$ cat src/rtl/asymfifo_pkg.sv
// rtl/asymfifo_pkg.sv - shared constants and elaboration helpers for the asymmetric FIFO controller
package asymfifo_pkg;

    localparam int ERR_STICKY = 0;
    localparam int ERR_PULSE  = 1;
    localparam int ORDER_MSB  = 0;
    localparam int ORDER_LSB  = 1;

    // Ceiling log2; returns 0 for values of 1 or less.
    function automatic int clog2(input int value);
        int r;
        int v;
        r = 0;
        v = value - 1;
        while (v > 0) begin
            r = r + 1;
            v = v >> 1;
        end
        return r;
    endfunction

    // True when the wider of the two widths is an integer multiple of the narrower.
    function automatic bit ratio_ok(input int a, input int b);
        int mx;
        int mn;
        mx = (a > b) ? a : b;
        mn = (a > b) ? b : a;
        return (mn > 0) && ((mx % mn) == 0);
    endfunction

endpackage

$ cat src/rtl/fifoctl_s1_core.sv
// rtl/fifoctl_s1_core.sv - symmetric single-clock FIFO engine: pointers, occupancy, flags, errors
module fifoctl_s1_core
    import asymfifo_pkg::*;
#(
    parameter int DEPTH    = 16,
    parameter int ERR_MODE = 0,
    parameter int AW       = 4
) (
    input  logic          clk,
    input  logic          rst,
    input  logic          clr,
    input  logic          push_req_n_int,
    input  logic          pop_req_n_int,
    input  logic          push_err_set,
    input  logic          pop_err_set,
    input  logic [AW-1:0] ae_level,
    input  logic [AW-1:0] af_level,
    output logic          we_n,
    output logic [AW-1:0] wr_addr,
    output logic [AW-1:0] rd_addr,
    output logic          empty,
    output logic          almost_empty,
    output logic          half_full,
    output logic          almost_full,
    output logic          ram_full,
    output logic          push_error,
    output logic          pop_error,
    output logic [AW:0]   word_count
);

    localparam logic [AW:0]   DEPTH_W = (AW+1)'(DEPTH);
    localparam logic [AW:0]   HALF_W  = (AW+1)'((DEPTH + 1) / 2);
    localparam logic [AW-1:0] LAST_P  = AW'(DEPTH - 1);

    logic [AW-1:0] r_wr_ptr;
    logic [AW-1:0] r_rd_ptr;
    logic [AW:0]   r_word_count;
    logic          r_push_error;
    logic          r_pop_error;
    logic          w_wr;
    logic          w_rd;
    logic [AW:0]   w_af_ext;

    // A RAM write is never allowed into a full RAM, nor a pop from an empty one.
    assign w_wr     = !push_req_n_int && (r_word_count != DEPTH_W);
    assign w_rd     = !pop_req_n_int && (r_word_count != '0);
    assign w_af_ext = {1'b0, af_level};

    // Pointer, occupancy and error state; clr mirrors rst synchronously.
    always_ff @(posedge clk or posedge rst) begin
        if (rst) begin
            r_wr_ptr     <= '0;
            r_rd_ptr     <= '0;
            r_word_count <= '0;
            r_push_error <= 1'b0;
            r_pop_error  <= 1'b0;
        end else if (clr) begin
            r_wr_ptr     <= '0;
            r_rd_ptr     <= '0;
            r_word_count <= '0;
            r_push_error <= 1'b0;
            r_pop_error  <= 1'b0;
        end else begin
            if (w_wr) begin
                r_wr_ptr <= (r_wr_ptr == LAST_P) ? '0 : r_wr_ptr + 1'b1;
            end
            if (w_rd) begin
                r_rd_ptr <= (r_rd_ptr == LAST_P) ? '0 : r_rd_ptr + 1'b1;
            end
            case ({w_wr, w_rd})
                2'b10:   r_word_count <= r_word_count + 1'b1;
                2'b01:   r_word_count <= r_word_count - 1'b1;
                default: r_word_count <= r_word_count;
            endcase
            if (ERR_MODE == ERR_STICKY) begin
                r_push_error <= r_push_error | push_err_set;
                r_pop_error  <= r_pop_error | pop_err_set;
            end else begin
                r_push_error <= push_err_set;
                r_pop_error  <= pop_err_set;
            end
        end
    end

    assign we_n         = !w_wr;
    assign wr_addr      = r_wr_ptr;
    assign rd_addr      = r_rd_ptr;
    assign word_count   = r_word_count;
    assign push_error   = r_push_error;
    assign pop_error    = r_pop_error;
    assign empty        = (r_word_count == '0);
    assign ram_full     = (r_word_count == DEPTH_W);
    assign almost_empty = (r_word_count <= {1'b0, ae_level});
    assign half_full    = (r_word_count >= HALF_W);
    // A threshold at or beyond DEPTH would underflow the subtraction; treat it as always almost full.
    assign almost_full  = (w_af_ext >= DEPTH_W) || (r_word_count >= (DEPTH_W - w_af_ext));

endmodule

$ cat src/rtl/asymfifoctl_s1_df.sv
// rtl/asymfifoctl_s1_df.sv - asymmetric single-clock FIFO RAM controller with run-time thresholds
module asymfifoctl_s1_df
    import asymfifo_pkg::*;
#(
    parameter int DATA_IN_WIDTH  = 8,
    parameter int DATA_OUT_WIDTH = 32,
    parameter int DEPTH          = 16,
    parameter int ERR_MODE       = 0,
    parameter int BYTE_ORDER     = 0,
    localparam int AW    = clog2(DEPTH),
    localparam int MAX_W = (DATA_IN_WIDTH > DATA_OUT_WIDTH) ? DATA_IN_WIDTH : DATA_OUT_WIDTH,
    localparam int MIN_W = (DATA_IN_WIDTH > DATA_OUT_WIDTH) ? DATA_OUT_WIDTH : DATA_IN_WIDTH,
    localparam int K     = MAX_W / MIN_W
) (
    input  logic                      clk,
    input  logic                      rst,
    input  logic                      clr,
    input  logic                      push_req_n,
    input  logic                      flush_n,
    input  logic                      pop_req_n,
    input  logic [DATA_IN_WIDTH-1:0]  data_in,
    input  logic [AW-1:0]             ae_level,
    input  logic [AW-1:0]             af_level,
    input  logic [MAX_W-1:0]          rd_data,
    output logic                      we_n,
    output logic [AW-1:0]             wr_addr,
    output logic [AW-1:0]             rd_addr,
    output logic [MAX_W-1:0]          wr_data,
    output logic [DATA_OUT_WIDTH-1:0] data_out,
    output logic                      empty,
    output logic                      almost_empty,
    output logic                      half_full,
    output logic                      almost_full,
    output logic                      ram_full,
    output logic                      full,
    output logic                      part_wd,
    output logic                      push_error,
    output logic                      pop_error,
    output logic [AW:0]               word_count
);

    if (!ratio_ok(DATA_IN_WIDTH, DATA_OUT_WIDTH) || (DEPTH < 2) || (DEPTH > 65536) ||
        ((ERR_MODE != ERR_STICKY) && (ERR_MODE != ERR_PULSE)) ||
        ((BYTE_ORDER != ORDER_MSB) && (BYTE_ORDER != ORDER_LSB))) begin : g_bad_params
        $error("asymfifoctl_s1_df: illegal parameter combination");
    end

    logic w_push_req_n_int;
    logic w_pop_req_n_int;
    logic w_push_err;
    logic w_pop_err;
    logic w_ram_full;
    logic w_empty;

    fifoctl_s1_core #(
        .DEPTH    (DEPTH),
        .ERR_MODE (ERR_MODE),
        .AW       (AW)
    ) u_core (
        .clk            (clk),
        .rst            (rst),
        .clr            (clr),
        .push_req_n_int (w_push_req_n_int),
        .pop_req_n_int  (w_pop_req_n_int),
        .push_err_set   (w_push_err),
        .pop_err_set    (w_pop_err),
        .ae_level       (ae_level),
        .af_level       (af_level),
        .we_n           (we_n),
        .wr_addr        (wr_addr),
        .rd_addr        (rd_addr),
        .empty          (w_empty),
        .almost_empty   (almost_empty),
        .half_full      (half_full),
        .almost_full    (almost_full),
        .ram_full       (w_ram_full),
        .push_error     (push_error),
        .pop_error      (pop_error),
        .word_count     (word_count)
    );

    assign ram_full = w_ram_full;
    assign empty    = w_empty;

    if (DATA_IN_WIDTH == DATA_OUT_WIDTH) begin : g_equal
        logic w_unused_flush;
        assign w_unused_flush   = flush_n;
        assign w_push_req_n_int = push_req_n;
        assign w_pop_req_n_int  = pop_req_n;
        assign w_push_err       = !push_req_n && w_ram_full;
        assign w_pop_err        = !pop_req_n && w_empty;
        assign wr_data          = data_in;
        assign data_out         = rd_data;
        assign full             = w_ram_full;
        assign part_wd          = 1'b0;
    end else if (DATA_IN_WIDTH < DATA_OUT_WIDTH) begin : g_pack
        localparam int            CW     = (K > 1) ? clog2(K) : 1;
        localparam logic [CW-1:0] K_LAST = CW'(K - 1);
        localparam int            POS0   = (BYTE_ORDER == ORDER_LSB) ? 0 : K - 1;

        logic [CW-1:0]    r_wd_cntr;
        logic [MAX_W-1:0] r_buf;
        logic [CW-1:0]    w_pos;
        logic [MAX_W-1:0] w_sub;
        logic [MAX_W-1:0] w_sub0;
        logic [MAX_W-1:0] w_word;
        logic             w_push;
        logic             w_last;
        logic             w_full;
        logic             w_flush_act;

        // Sub-word slot for the current push, and the slot of the first sub-word of a word.
        assign w_pos       = (BYTE_ORDER == ORDER_LSB) ? r_wd_cntr : K_LAST - r_wd_cntr;
        assign w_sub       = MAX_W'(data_in) << (w_pos * MIN_W);
        assign w_sub0      = MAX_W'(data_in) << (POS0 * MIN_W);
        assign w_word      = r_buf | w_sub;
        assign w_push      = !push_req_n;
        assign w_last      = (r_wd_cntr == K_LAST);
        assign w_full      = w_ram_full && w_last;
        assign w_flush_act = !flush_n && (r_wd_cntr != '0);

        assign w_push_req_n_int = !(w_flush_act ? !w_ram_full : (w_push && w_last && !w_ram_full));
        assign w_push_err       = w_flush_act ? w_ram_full : (w_push && w_full);
        assign wr_data          = w_flush_act ? r_buf : w_word;
        assign w_pop_req_n_int  = pop_req_n;
        assign w_pop_err        = !pop_req_n && w_empty;
        assign data_out         = rd_data;
        assign full             = w_full;
        assign part_wd          = (r_wd_cntr != '0);

        // Input buffer packing; the buffer is cleared whenever its word goes to RAM so OR-merging stays valid.
        always_ff @(posedge clk or posedge rst) begin
            if (rst) begin
                r_wd_cntr <= '0;
                r_buf     <= '0;
            end else if (clr) begin
                r_wd_cntr <= '0;
                r_buf     <= '0;
            end else if (w_flush_act) begin
                if (!w_ram_full) begin
                    if (w_push) begin
                        r_buf     <= w_sub0;
                        r_wd_cntr <= CW'(1);
                    end else begin
                        r_buf     <= '0;
                        r_wd_cntr <= '0;
                    end
                end
            end else if (w_push && !w_full) begin
                if (w_last) begin
                    r_buf     <= '0;
                    r_wd_cntr <= '0;
                end else begin
                    r_buf     <= w_word;
                    r_wd_cntr <= r_wd_cntr + 1'b1;
                end
            end
        end
    end else begin : g_unpack
        localparam int            CW     = (K > 1) ? clog2(K) : 1;
        localparam logic [CW-1:0] K_LAST = CW'(K - 1);

        logic [CW-1:0] r_rd_cntr;
        logic [CW-1:0] w_pos;
        logic          w_pop_ok;
        logic          w_last;
        logic          w_unused_flush;

        assign w_unused_flush   = flush_n;
        assign w_pop_ok         = !pop_req_n && !w_empty;
        assign w_last           = (r_rd_cntr == K_LAST);
        assign w_pos            = (BYTE_ORDER == ORDER_LSB) ? r_rd_cntr : K_LAST - r_rd_cntr;
        assign data_out         = DATA_OUT_WIDTH'(rd_data >> (w_pos * MIN_W));
        assign w_pop_req_n_int  = !(w_pop_ok && w_last);
        assign w_pop_err        = !pop_req_n && w_empty;
        assign w_push_req_n_int = push_req_n;
        assign w_push_err       = !push_req_n && w_ram_full;
        assign wr_data          = data_in;
        assign full             = w_ram_full;
        assign part_wd          = 1'b0;

        // Sub-word read counter; the RAM word is released only on its last sub-word.
        always_ff @(posedge clk or posedge rst) begin
            if (rst) begin
                r_rd_cntr <= '0;
            end else if (clr) begin
                r_rd_cntr <= '0;
            end else if (w_pop_ok) begin
                r_rd_cntr <= w_last ? '0 : r_rd_cntr + 1'b1;
            end
        end
    end

endmodule
$ cat config.mk
export PLATFORM = sky130hd
export DESIGN_NAME = asymfifoctl_s1_df
export DESIGN_NICKNAME = d
export VERILOG_FILES = /design/src/rtl/asymfifo_pkg.sv /design/src/rtl/fifoctl_s1_core.sv /design/src/rtl/asymfifoctl_s1_df.sv
export SDC_FILE = /design/constraint.sdc
export NUM_CORES = 1
export LEC_CHECK = 0
export ABC_AREA = 0
export ABC_CLOCK_PERIOD_IN_PS = 3880
export BUFFER_PORTS_ARGS = -buffer_cell sky130_fd_sc_hd__clkbuf_2
export CORE_MARGIN = 2
export CORE_UTILIZATION = 44
export CTS_BUF_LIST = sky130_fd_sc_hd__clkbuf_4 sky130_fd_sc_hd__clkbuf_8 sky130_fd_sc_hd__clkbuf_16
export DETAILED_ROUTE_END_ITERATION = 10
export PLACE_DENSITY = 0.75
export SYNTH_ARGS = -nofsm -noshare
export SYNTH_HDL_FRONTEND = slang
export SYNTH_SLANG_ARGS = --single-unit
export TNS_END_PERCENT = 5
$ cat constraint.sdc
create_clock -name clk -period 3.88 [get_ports clk]
set_input_delay 0.194 -clock clk [delete_from_list [all_inputs] [get_ports clk]]
set_output_delay 0.194 -clock clk [all_outputs]
set_load 0.05 [all_outputs]
; Word level (Yosys, flattened, before mapping)
; Index checks and enable logic that the tools add are counted.
[classes]
addsub = 7
magnitude_cmp = 4
n_eq_ne = 8
shifts = 1
n_mux = 25
bitwise = 3
n_reduce_logical = 24
[ops]
columns = op, count
row1 = 32-bit two-way mux, 7
row2 = 32-bit bitwise OR, 1
row3 = 8-bit by 5-bit left shift with 32-bit output, 1
row4 = 4-bit two-way mux, 6
row5 = 2-bit two-way mux, 5
row6 = 5-bit case mux with 2 select lines, 1
row7 = 1-bit logical AND, 9
row8 = "4-bit by 1-bit adder with 4-bit output, second input constant", 2
row9 = "4-bit == test, second input constant", 2
row10 = 1-bit zero test, 6
row11 = 2-bit nonzero test, 3
row12 = 3-bit nonzero test, 2
row13 = "5-bit by 1-bit adder with 5-bit output, second input constant", 1
row14 = "5-bit == test, second input constant", 1
row15 = "4-bit by 5-bit >= comparator with 1-bit output, second input constant", 1
row16 = "5-bit by 4-bit >= comparator with 1-bit output, second input constant", 1
row17 = 5-bit >= comparator, 1
row18 = 5-bit by 4-bit <= comparator with 1-bit output, 1
row19 = 5-bit zero test, 1
row20 = 1-bit two-way mux, 5
row21 = 5-bit two-way mux, 1
row22 = "5-bit != test, second input constant", 1
row23 = 5-bit nonzero test, 1
row24 = "5-bit by 1-bit subtractor with 5-bit output, second input constant", 1
row25 = other kinds (9), 11
[word_totals]
reg_bits = 49
input_bits = 54
output_inout_bits = 87
wordCells = 79

; Depth between registers and ports, before layout
[logic_depth]
depth_word = 8
mapped_depth = 14
ltp_nobuf = 12

; By module
; From an unflattened synthesis, not the netlist that was laid out.
[unflattened]
cells_unflattened = 418
area_unflattened_um2 = 3763.6
[modules_own_cells]
columns = module, instances, cells_per_inst, area_each_um2, seq_area_each_um2
row1 = asymfifoctl_s1_df, 1, 291, 2600.0, 850.8
row2 = fifoctl_s1_core, 1, 127, 1163.6, 375.4

; Least setup slack after synthesis
; No wires, ideal clock.
[synth_path]
kind = flip-flop to flip-flop
from = register u_core.r_word_count[1], in the netlist u_core.word_count[1]
to = register g_pack.r_wd_cntr[0]
setup_time_ns = 0.078
arrival_time_ns = 2.824
required_time_ns = 3.802
slack_ns = 0.978
stages_incl_launch_ff = 6
n_path_buf = 1
period_less_slack_ns = 2.902
cell_sequence = dfrtp_1 buf_6 or4_4 nor3_1 o21ai_0 a21oi_1
[synth_via]
elab_chain_len = 6
elab_cells_between_ends = 7
cone_classes = eq/ne: 2 / reduce/logical: 5
[synth_rtl]
columns = item, line
row1 = "start, declared", fifoctl_s1_core.sv:37  ; logic [AW:0] r_word_count;
row2 = "start signal, assigned", fifoctl_s1_core.sv:71  ; 2'b10: r_word_count <= r_word_count + 1'b1;
row3 = "start signal, assigned", fifoctl_s1_core.sv:72  ; 2'b01: r_word_count <= r_word_count - 1'b1;
row4 = "start signal, assigned", fifoctl_s1_core.sv:73  ; default: r_word_count <= r_word_count;
row5 = 5-bit == test, fifoctl_s1_core.sv:92  ; assign ram_full = (r_word_count == DEPTH_W);
row6 = 1-bit logical AND, asymfifoctl_s1_df.sv:119  ; assign w_full = w_ram_full && w_last;
row7 = via full, asymfifoctl_s1_df.sv:35  ; output logic full,
row8 = 1-bit zero test, asymfifoctl_s1_df.sv:149  ; end else if (w_push && !w_full) begin
row9 = 1-bit logical AND, asymfifoctl_s1_df.sv:149
row10 = 3-bit nonzero test (no source line), --
row11 = 2-bit AND reduction (no source line), --
row12 = "end signal, assigned", asymfifoctl_s1_df.sv:155  ; r_wd_cntr <= r_wd_cntr + 1'b1;
row13 = "end, declared", asymfifoctl_s1_df.sv:101  ; logic [CW-1:0] r_wd_cntr;
; The timed path passes the listed nets, and every way through them passes these cells.
; A chain may end at the register's enable or synchronous reset.

; Worst setup path after layout
[layout_path]
from = register g_pack.r_wd_cntr[0]
to = output port wr_data[20]
[layout_via]
elab_chain_len = 4
elab_cells_between_ends = 6
cone_classes = add/sub: 1 / shift: 1 / mux: 1 / bitwise: 1 / reduce/logical: 2
[layout_rtl]
columns = item, line
row1 = 2-bit subtractor, asymfifoctl_s1_df.sv:113  ; assign w_pos = (BYTE_ORDER == ORDER_LSB) ? r_wd_cntr : K_LAST - r_wd_cntr;
row2 = 8-bit by 5-bit left shift with 32-bit output, asymfifoctl_s1_df.sv:114  ; assign w_sub = MAX_W'(data_in) << (w_pos * MIN_W);
row3 = 32-bit bitwise OR, asymfifoctl_s1_df.sv:116  ; assign w_word = r_buf | w_sub;
row4 = 32-bit two-way mux *, asymfifoctl_s1_df.sv:124  ; assign wr_data = w_flush_act ? r_buf : w_word;
row5 = "end, declared", asymfifoctl_s1_df.sv:28  ; output logic [MAX_W-1:0] wr_data,
; Mark *: on every way between the ends. The rest lies on a longest branch, timed or not.

==> results.md <==
Status:
- The run finished with clean final reports.

Clock network:
- CTS built an H-tree with a depth of 2.
- The clock-pin slew reported for the worst setup and hold paths after clock tree synthesis is 100 ps.
- The later pin in the worst-skew pair is clocked with a latency of 300 ps.
- In this run, post-CTS hold repair placed 0 buffers.
- Counting the buffers created by CTS gives 5.
- The CTS tree is done.
- Once the clock tree was built, the setup fixing pass inserted 0 buffers.
- The library cell used as clock root buffer is sky130_fd_sc_hd__clkbuf_8.
- The clock passes through at most 2 buffers.
- The number of clock sinks is 49.
- The number of gates resized after CTS is 0.

Drt:
- The via count normalized by instance count is 5.40.
- The first-iteration detailed-routing DRC count is 195.
- The detail route stage leaves a number of antenna-violating nets equal to 0.
- The detailed router placed 2690 vias in this run.
- In the final routed layout, each cell accounts on average for 14.9 um.
- In the routed design, unresolved DRC markers number 0.
- The first detailed-routing pass took 4 iterations.
- For this block, the routed nets add up to 7410 um of wire.

Layout:
- The most common library cell in the layout ignoring fill and taps is sky130_fd_sc_hd__clkbuf_2.
- The library cells used most frequently in the layout, excluding fill and tap cells, are sky130_fd_sc_hd__clkbuf_2, sky130_fd_sc_hd__nand2_1, sky130_fd_sc_hd__dfrtp_1, sky130_fd_sc_hd__a21o_1, sky130_fd_sc_hd__o21ai_0.
- The layout-stage area growth over the synthesis result is 9.17%.
- The final net count is 470.
- The post-layout instance area is 3470 um2.
- The count of antenna diodes in the layout is 0.
- Cells with a size suffix above 1 make up 25.1% of the layout.
- The finished layout holds 498 standard cells, fillers aside.

Timing:
- Based on the critical path, the design can be clocked at up to 346 MHz.
- The final number of hold-violating endpoints came to 0.
- The setup TNS is 0 ps.
- Setup repair after global routing left no endpoint under its margin.
- At the pin with the least slew margin, the transition time is 1020 ps.
- The max-slew headroom at the worst pin is 31.6%.
- The worst path in the final design needs a cycle of 2890 ps, including I/O delays and setup.
- The number of pins with negative max-slew slack in the final report is 0.
- The post-route clock period utilization is 74.4%.
- Between clock sinks in the finished design, the worst skew comes to 9.01 ps.
- Setup violations remaining at the end of the flow were counted as 0.
- After layout, the worst setup slack is 993 ps.

Synthesis:
- The post-synthesis simple-gate area fraction is 16.7%.
- The fraction of the mapped netlist area in compound gates is 24.2%.
- The adder and majority gate portion of the synthesized area is 5.90%.
- The fraction of synthesized area in multiplexers is 0.354%.
- The netlist area before placement is 3180 um2.
- The sequential area share after synthesis is 38.6%.
- After synthesis, the largest family of logic cells by area is compound AO/OA/AOI/OAI gates.
- The flip-flop and latch count after synthesis is 49.
- The prevailing post-synth register cell is sky130_fd_sc_hd__dfrtp_1.
- In the post-synthesis netlist, the biggest area contributors are sky130_fd_sc_hd__dfrtp_1, sky130_fd_sc_hd__a21o_1, sky130_fd_sc_hd__buf_4.
- The number of standard cells after synthesis is 361.
- The async set or reset register ratio after synthesis is 100%.
- The total nets after synthesis is 430.
- Yosys mapped a number of flops with a built-in enable equal to 0.
- The count of warnings emitted by yosys is 0.
- The mean post-synth cell area is 8.81 um2.
- Synthesis instantiated 51 different standard cells from the library.
- In this run the biggest area consumer among cell types represents 38.6% of the synthesized area.
- The xor/xnor cell area share of the yosys netlist is 1.93%.
- The cell taking the most area after synthesis is sky130_fd_sc_hd__dfrtp_1.

GRT:
- Entering global routing, the biggest net connects 50 pins.
- The first global-routing pass estimated 11800 um of wire.
- The initial antenna violation count is 0.
- The number of global-route vias before repair is 2540.
- The overall overflow remaining after global route is 0.
- Global routing used 18.9% of the available tracks across all layers.

Pwr:
- The switching power is 1090 uW.
- The cell area power density is 613 nW/um2.
- The internal power is 1040 uW.
- The largest voltage drop on the vdd net is 228 uV.
- In this run switching power makes up 51.2% of total power.
- In this run, flip-flops and latches consume 31.6% of the power.
- The relative contribution of the clock network to total power is 14.6%.
- The analysis attributes to cell leakage a power of 0.00194 uW.
- The total design power is 2130 uW.
- The part of the total power dissipated in combinational logic is 53.8%.

Worst setup path:
- STA puts the critical path data required time at 3690 ps.
- By startpoint and endpoint, the worst setup path is classified as register to primary output.
- The startpoint kind of the worst setup timing path is a register.
- The maximum cell stage delay along the critical path is 660 ps.
- For the worst setup path, the data arrival time is 2690 ps.
- The critical-path cell with the highest stage delay is sky130_fd_sc_hd__nor2_1.
- The sort of element at the end of the critical path is a primary output.
- The critical path goes through inv_1, ha_1, nor2_1, nor3_1, buf_4, a21o_1, clkbuf_2.
- The critical-path maximum fanout is 12.

Worst hold path:
- The worst hold path belongs to the class primary input to async pin.

Floorplan:
- 141 I/O pins were placed.
- The initial utilization of the core area, before any placement, comes to 46.0%.
- The die covers 7920 um2.
- The die extent in x is 89.0 um.
- The count of standard-cell rows is 30.
- The height of the die is 89.0 um.
- The core area is 6910 um2.

Place:
- The worst setup timing slack at the placement stage is 1020 ps.
- The placed instance area is 3380 um2.
- The total instance count after detailed placement is 490.
- Routability-driven placement finished with a final weighted congestion of 0.888.
- In this run the tool buffered the top-level ports with 76 buffer cells.
- The half-perimeter wire length after detailed placement is 5300 um.

Run:
- The number of max-cap violations is 0.
## through the flow
stage / hold WS [ps] / util (%)
3_3_place_gp: 388 / 48.9
2_1_floorplan: 334 / -
6_report: 118 / 50.3
4_1_cts: 164 / 50.3
3_5_place_dp: 388 / 48.9
5_1_grt: 203 / 50.3
## cell usage after synthesis (3+ instances only)
library cell / n
sky130_fd_sc_hd__nand3_1: 3
sky130_fd_sc_hd__clkbuf_1: 7
sky130_fd_sc_hd__buf_2: 3
sky130_fd_sc_hd__nor2b_1: 3
sky130_fd_sc_hd__a31oi_1: 5
sky130_fd_sc_hd__or3_1: 3
sky130_fd_sc_hd__nor2_1: 20
sky130_fd_sc_hd__dfrtp_1: 49
sky130_fd_sc_hd__buf_4: 33
sky130_fd_sc_hd__o21ai_1: 6
sky130_fd_sc_hd__nor3_1: 11
sky130_fd_sc_hd__a21o_1: 35
sky130_fd_sc_hd__ha_1: 15
sky130_fd_sc_hd__nand2b_1: 4
sky130_fd_sc_hd__buf_6: 3
sky130_fd_sc_hd__o21ai_0: 26
sky130_fd_sc_hd__inv_1: 15
sky130_fd_sc_hd__a21oi_1: 19
sky130_fd_sc_hd__nor4_1: 4
sky130_fd_sc_hd__nand2_1: 52
sky130_fd_sc_hd__a22o_1: 6
sky130_fd_sc_hd__xor2_1: 5
## worst paths after layout
| kind | cells after the start | slack (ps) | to | from |
|---|---|---|---|---|
| hold reg to reg | 2 | 490 | g_pack.r_buf[19] | g_pack.r_buf[19] |
| max in group asynchronous | 2 | 3130 | g_pack.r_wd_cntr[0] | rst |
| setup / recovery | 7 | 990 | wr_data[20] | g_pack.r_wd_cntr[0] |
| setup reg to reg | 12 | 1000 | u_core.word_count[4] | g_pack.r_wd_cntr[0] |
| min in group clk | 2 | 200 | g_pack.r_buf[28] | data_in[4] |
| hold / removal | 2 | 120 | u_core.wr_addr[0] | rst |
## critical path: cells and delay by family, from the launching register on
family                     cells  cell delay [ps]
buffers and inverters          3              600
and+or+nand+nor                2              850
DFF                            1              480
AOI/OAI and AO/OA              1              190
adders and majority gates      1              260
## cell families after synthesis
| group | count (synthesis) |
|---|---|
| compound gates | 115 |
| xor+xnor | 7 |
| fa+ha+maj | 15 |
| buf+inv | 63 |
| flops | 49 |
| mux | 1 |
| simple gates | 111 |
## state kept, by name, indices dropped and copies added, names as in the netlist
| name | count |
|---|---|
| g_pack.r_buf | 32 |
| g_pack.r_wd_cntr | 2 |
| u_core.pop_error | 1 |
| u_core.push_error | 1 |
| u_core.rd_addr | 4 |
| u_core.word_count | 5 |
| u_core.wr_addr | 4 |
## power groups by stage
| stage | sequential [uW] | clock (uW) | combinational [uW] |
|---|---|---|---|
| after CTS | 671 | 316 | 1140 |
| after floorplan | 743 | 0 | 943 |
| after detailed placement | 680 | 0 | 1140 |
| final | 672 | 311 | 1150 |
| after global routing | 686 | 340 | 1230 |
| after global placement | 676 | 0 | 1130 |
## layer usage
layer	GRT usage (%)	wire length, um	vias to the layer above
li1	-	-	1311
met1	26.5	3480	1283
met2	28.5	3360	79
met3	3.69	442	17
met4	8.82	127	0
met5	0	0	-
## area by class of cell
class                   count  area [um2]
fillers                   666        3440
multi-input cells         249        1560
flip-flops and latches     49        1230
repair buffers             80         410
well taps                  96         120
clock buffers               6        76.3
inverters                  16        60.1
clock inverters             2        15.0
Power figures use the tool's default switching activity.
